$ cat src/rtl/writeback_queue.sv
// Writeback queue: arbitrates ALU/load results into a FIFO that drains into the register file.
// Ports: clk/rst, alu_* and mem_* request channels, wb_write_* strobe, pending_mask, fifo_count.
module writeback_queue #(
  parameter int DEPTH = 4
) (
  input  logic                         clk,
  input  logic                         rst,
  input  logic                         alu_valid,
  output logic                         alu_ready,
  input  logic [2:0]                   alu_addr,
  input  logic [7:0]                   alu_data,
  input  logic                         mem_valid,
  output logic                         mem_ready,
  input  logic [2:0]                   mem_addr,
  input  logic [7:0]                   mem_data,
  output logic                         wb_write_enable,
  output logic [2:0]                   wb_write_addr,
  output logic [7:0]                   wb_write_data,
  output logic [7:0]                   pending_mask,
  output logic [$clog2(DEPTH+1)-1:0]   fifo_count
);

  localparam int CW = $clog2(DEPTH + 1);
  localparam int PW = (DEPTH > 1) ? $clog2(DEPTH) : 1;
  localparam logic [CW-1:0] FULL_CNT = CW'(DEPTH);

  typedef enum logic {
    GR_ALU = 1'b0,
    GR_MEM = 1'b1
  } grant_t;

  logic [2:0]       r_addr_mem [DEPTH];
  logic [7:0]       r_data_mem [DEPTH];
  logic [DEPTH-1:0] r_vld;
  logic [PW-1:0]    r_wr_ptr;
  logic [PW-1:0]    r_rd_ptr;
  logic [CW-1:0]    r_count;
  grant_t           r_last_grant;
  logic             r_wb_en;
  logic [2:0]       r_wb_addr;
  logic [7:0]       r_wb_data;

  logic       w_full;
  logic       w_alu_hs;
  logic       w_mem_hs;
  logic       w_contend;
  logic       w_push;
  logic       w_pop;
  logic [2:0] w_in_addr;
  logic [7:0] w_in_data;
  logic [7:0] w_mask;

  assign w_full = (r_count == FULL_CNT);

  // Each ready looks only at the other side's valid, so a lone
  // requester is always granted and a contended cycle alternates.
  assign alu_ready = !rst && !w_full &&
                     (!mem_valid || (r_last_grant == GR_MEM));
  assign mem_ready = !rst && !w_full &&
                     (!alu_valid || (r_last_grant == GR_ALU));

  assign w_alu_hs  = alu_valid && alu_ready;
  assign w_mem_hs  = mem_valid && mem_ready;
  assign w_contend = alu_valid && mem_valid && !w_full && !rst;

  always_comb begin
    w_in_addr = alu_addr;
    w_in_data = alu_data;
    if (w_mem_hs) begin
      w_in_addr = mem_addr;
      w_in_data = mem_data;
    end
  end

  // R0 is hardwired; its writes complete the handshake but are dropped.
  assign w_push = (w_alu_hs || w_mem_hs) && (w_in_addr != 3'd0);
  assign w_pop  = (r_count != '0);

  always_ff @(posedge clk) begin
    if (rst) begin
      r_wr_ptr     <= '0;
      r_rd_ptr     <= '0;
      r_count      <= '0;
      r_vld        <= '0;
      r_last_grant <= GR_ALU;
      r_wb_en      <= 1'b0;
      r_wb_addr    <= '0;
      r_wb_data    <= '0;
    end else begin
      if (w_contend)
        r_last_grant <= w_mem_hs ? GR_MEM : GR_ALU;
      if (w_push) begin
        r_wr_ptr        <= r_wr_ptr + PW'(1);
        r_vld[r_wr_ptr] <= 1'b1;
      end
      if (w_pop) begin
        r_rd_ptr        <= r_rd_ptr + PW'(1);
        r_vld[r_rd_ptr] <= 1'b0;
        r_wb_addr       <= r_addr_mem[r_rd_ptr];
        r_wb_data       <= r_data_mem[r_rd_ptr];
      end
      r_wb_en <= w_pop;
      unique case ({w_push, w_pop})
        2'b10:   r_count <= r_count + CW'(1);
        2'b01:   r_count <= r_count - CW'(1);
        default: r_count <= r_count;
      endcase
    end
  end

  // Payload storage needs no reset; r_vld qualifies every entry.
  always_ff @(posedge clk) begin
    if (w_push) begin
      r_addr_mem[r_wr_ptr] <= w_in_addr;
      r_data_mem[r_wr_ptr] <= w_in_data;
    end
  end

  always_comb begin
    w_mask = '0;
    for (int i = 0; i < DEPTH; i++) begin
      if (r_vld[i])
        w_mask[r_addr_mem[i]] = 1'b1;
    end
    if (r_wb_en)
      w_mask[r_wb_addr] = 1'b1;
    w_mask[0] = 1'b0;
  end

  assign pending_mask    = w_mask;
  assign fifo_count      = r_count;
  assign wb_write_enable = r_wb_en;
  assign wb_write_addr   = r_wb_addr;
  assign wb_write_data   = r_wb_data;

endmodule
$ cat config.mk
export PLATFORM = sky130hd
export DESIGN_NAME = writeback_queue
export DESIGN_NICKNAME = d
export VERILOG_FILES = /design/src/rtl/writeback_queue.sv
export SDC_FILE = /design/constraint.sdc
export NUM_CORES = 1
export LEC_CHECK = 0
export ABC_AREA = 1
export CAP_MARGIN = 20
export CELL_PAD_IN_SITES_DETAIL_PLACEMENT = 0
export CELL_PAD_IN_SITES_GLOBAL_PLACEMENT = 1
export CORE_MARGIN = 10
export CORE_UTILIZATION = 37
export CTS_BUF_LIST = sky130_fd_sc_hd__clkbuf_16
export CTS_CLUSTER_SIZE = 40
export DETAILED_ROUTE_END_ITERATION = 10
export PLACE_DENSITY = 0.78
export RECOVER_POWER = 25
export SYNTH_ARGS = -nofsm -noshare
export SYNTH_HDL_FRONTEND = slang
export SYNTH_SLANG_ARGS = --single-unit
export TNS_END_PERCENT = 50
$ cat constraint.sdc
create_clock -name clk -period 2.1 [get_ports clk]
set_input_delay 0.21 -clock clk [delete_from_list [all_inputs] [get_ports clk]]
set_output_delay 0.21 -clock clk [all_outputs]
set_load 0.02 [all_outputs]
==> out/metrics.cfg <==
[place]
portBuffers = 49
dp.final_hpwl_um = 6011
place.gp.congestion = 0.8828

[worst_setup_path]
reg2reg_to = fifo_count[2]$_SDFFE_PP0P_
worstPathCellList = nor2_4 > nand2_2 > nand4_4 > nand2_2 > o21ai_4 > nand3_4 > nand2_2 > ha_2 > inv_2 > fa_2 > a21oi_2 > o21ai_2 > o21ai_1 > a21oi_1
crit_type = reg2reg
cp_slowest_cell = fa_2
r2r_cells = 14
cp_max_fo = 5
arrival_ns = 2.35
critPathLaunchType = register
worst-path-buf-inv = 1
critPathTopFamily = simple AND/OR/NAND/NOR gates
crit_top_cell = nand2_2
reg2reg_from = fifo_count[0]$_SDFFE_PP0P_
cp.depth = 14
required_ns = 2.31
rrSetupSlack_ns = -0.03
crit_end = fifo_count[2]$_SDFFE_PP0P_
crit_start = fifo_count[0]$_SDFFE_PP0P_
cp-end-kind = register
max_stage_delay_ns = 0.37

[power]
ir_drop_v = 0.0007232
p_seq_share_pct = 34.1
clockPowerShare_pct = 28.0
swShare_pct = 35.77
powerDensity_mw_per_mm2 = 1193
p_leak_nw = 1.854
intPower_mw = 3.422
comb_power_share_pct = 37.9
p_total_mw = 5.328
switching_power_mw = 1.906

[worst_hold_path]
holdPathStages = 1
hold_start = fifo_count[0]$_SDFFE_PP0P_
hold_path_class = reg2reg

[sta]
clock_skew_ns = 0.007567
finalSetupViolations = 1
finalCriticalPeriod_ns = 2.130
maxSlewViolCount = 0
timing.final.ws_setup_ns = -0.03046
hold_viol = 0
tns_ns = -0.03046
fmax_mhz = 469.4
fin_hold_ws_ns = 0.4682
maxSlewHeadroom_pct = 62.99
rsz0062_at_grt = yes
worst_slew_pin_slew_ns = 0.5546
period_share_pct = 101.5

[logic_synthesis]
ys.flop_type = edfxtp_1
ys_seq_area_share_pct = 54.52
yosys_register_bits = 68
synthAdderAreaFrac_pct = 4.014
synth_top_family_by_area = simple AND/OR/NAND/NOR gates
synth_compound_area_share_pct = 16.24
syn_inst = 353
synth_warnings = 0
syn_area_per_cell_um2 = 9.361
yosys.area_share.simple_pct = 16.74
synth_cell_type_count = 39
syn_nets = 389
async_flop_share_pct = 0
synth_xor_area_share_pct = 0
muxShareOfSynthArea_pct = 0
netlist_area_mm2 = 0.003304
synth-edff-count = 44

[route]
antenna_left = 0
drc = 0
drt-initial-drc-count = 125
firstDrtPassIters = 4
finalWirelength_um = 8405
wl_per_cell_um = 15.45
vias = 2717
vias_per_cell = 4.994

[global_routing]
grt_pass1_vias = 2740
antenna_found_initial = 0
track_usage_pct = 13.15
grt_pass1_wl_um = 13700
gr-total-overflow = 0
grt_max_degree = 28

[clock_network]
tritoncts = yes
hold_buffers = 0
clock_path_buffers = 2
h-tree-depth = 3
clkTransAtPathRegs_ns = 0.05
clock_latency_ns = 0.33
cts_inserted_buffers = 9
cts_root_buffer = clkbuf_16
cts_sinks = 68

[finish]
diodes = 0
drive_gt1_share_pct = 16.74
nets = 467
area_delta_synth_final_pct = 35.10
final_core_util_pct = 51.19

[flow_run]
cap_violations = 0

[floorplanning]
pin_count = 51
die_h_um = 114.5
fp.dieW_um = 114.5
start_util_pct = 37.89
dieArea_mm2 = 0.01311
row_count = 34
core-area_mm2 = 0.008721

[status]
status = finished with violations
violations = negative setup slack

[state kept, by name (all words and copies together), names as in the netlist]
register / flops
fifo_count: 3
r_vld: 4
r_last_grant: 1
r_addr_mem: 12
r_wr_ptr: 2
wb_write_data: 8
wb_write_enable: 1
r_rd_ptr: 2
r_data_mem: 32
wb_write_addr: 3
[stage by stage]
stage | std cells | setup WS (ns) | area, um2
2_1_floorplan | 353 | 0.002376 | 3322
3_3_place_gp | 527 | -0.2415 | 4131
3_5_place_dp | 527 | -0.2906 | 4131
4_1_cts | 543 | 0.01229 | 4422
5_1_grt | 544 | -0.1963 | 4464
6_report | 544 | -0.03046 | 4464
[cell families after synthesis]
family                     count (synthesis)
AOI/OAI and AO/OA                         92
adders and majority gates                 10
buffers and inverters                     68
DFF                                       68
other                                      1
and+or+nand+nor                          114
[how the worst min path moves through the flow]
stage | end | slack [ns]
4_1_cts | r_vld[0]$_SDFF_PP0_ | 0.48
3_3_place_gp | r_vld[0]$_SDFF_PP0_ | 0.46
5_1_grt | fifo_count[0]$_SDFFE_PP0P_ | 0.50
6_report | fifo_count[0]$_SDFFE_PP0P_ | 0.47
2_1_floorplan | wb_write_enable$_SDFF_PP0_ | 0.28
3_5_place_dp | r_vld[0]$_SDFF_PP0_ | 0.47
[power by group through the flow]
| stage | Clock, mW | Sequential (mW) | Combinational (mW) |
|---|---|---|---|
| finish | 1.49 | 1.82 | 2.02 |
| global route | 1.58 | 1.85 | 2.27 |
| CTS | 1.52 | 1.81 | 1.99 |
| detailed placement | 0 | 1.84 | 2.00 |
| global placement | 0 | 1.84 | 1.96 |
| floorplan | 0 | 1.98 | 1.01 |
[placed cells by master (no fill, tap or decap), types with 2 or more instances in the layout]
master           count
a21oi_1             18
nand3_1             14
dfxtp_4              2
o21ai_0             38
buf_4               30
edfxtp_1            44
clkdlybuf4s50_1     40
nand2_2              5
clkbuf_16            9
o211ai_1             4
nor4_1               8
nand4_1              4
nand2_1             43
inv_1               51
nand2_4              2
o22ai_1             10
nor2_4               2
buf_12               2
a311o_1              2
clkinvlp_4           2
o221ai_1             2
or2_2                2
dlygate4sd2_1        9
clkinv_4             2
nor3_1               6
inv_2                3
ha_1                 8
o21ai_1              2
dfxtp_1             21
nor2_1              25
o21bai_1             8
[cells in the mapped netlist, drive strengths merged, types with 2 or more instances]
cell type  instances  area [um2]
dfxtp             24       480.5
nand2             50       207.7
or2                2       12.51
nor3               6       30.03
nand4              5       46.29
o22ai             10       62.56
a311o              2       20.02
inv               54       202.7
o211ai             4       30.03
o21bai             8       60.06
ha                 9       112.6
a21oi             20       103.9
nor2              27       111.4
o221ai             2       17.52
buf                8       51.29
nand3             15       87.59
o21ai             42       210.2
edfxtp            44        1321
clkbuf             6       22.52
nor4               8       50.05
[layout make-up]
class	instances	area (um2)
clock buffer	9	225.2
clock inverter	7	76.32
timing repair buffer	81	744.5
inverter	54	202.7
fill	829	4257
sequential	68	1810
tap	108	135.1
multi-input combinational	217	1270
[routing by layer]
layer | GRT usage, % | share of wire [%]
met3 | 3.721 | 4.9
met2 | 22.65 | 49
met5 | 0 | 0
met4 | 5.096 | 1.4
met1 | 15.00 | 44
[what timing repair did]
item | CTS | global route
pin swaps | 0 | 10
gates resized for setup | 9 | 12
setup buffers | 0 | 1
endpoints found under the setup margin | 9 | 3
Power figures use the tool's default switching activity.
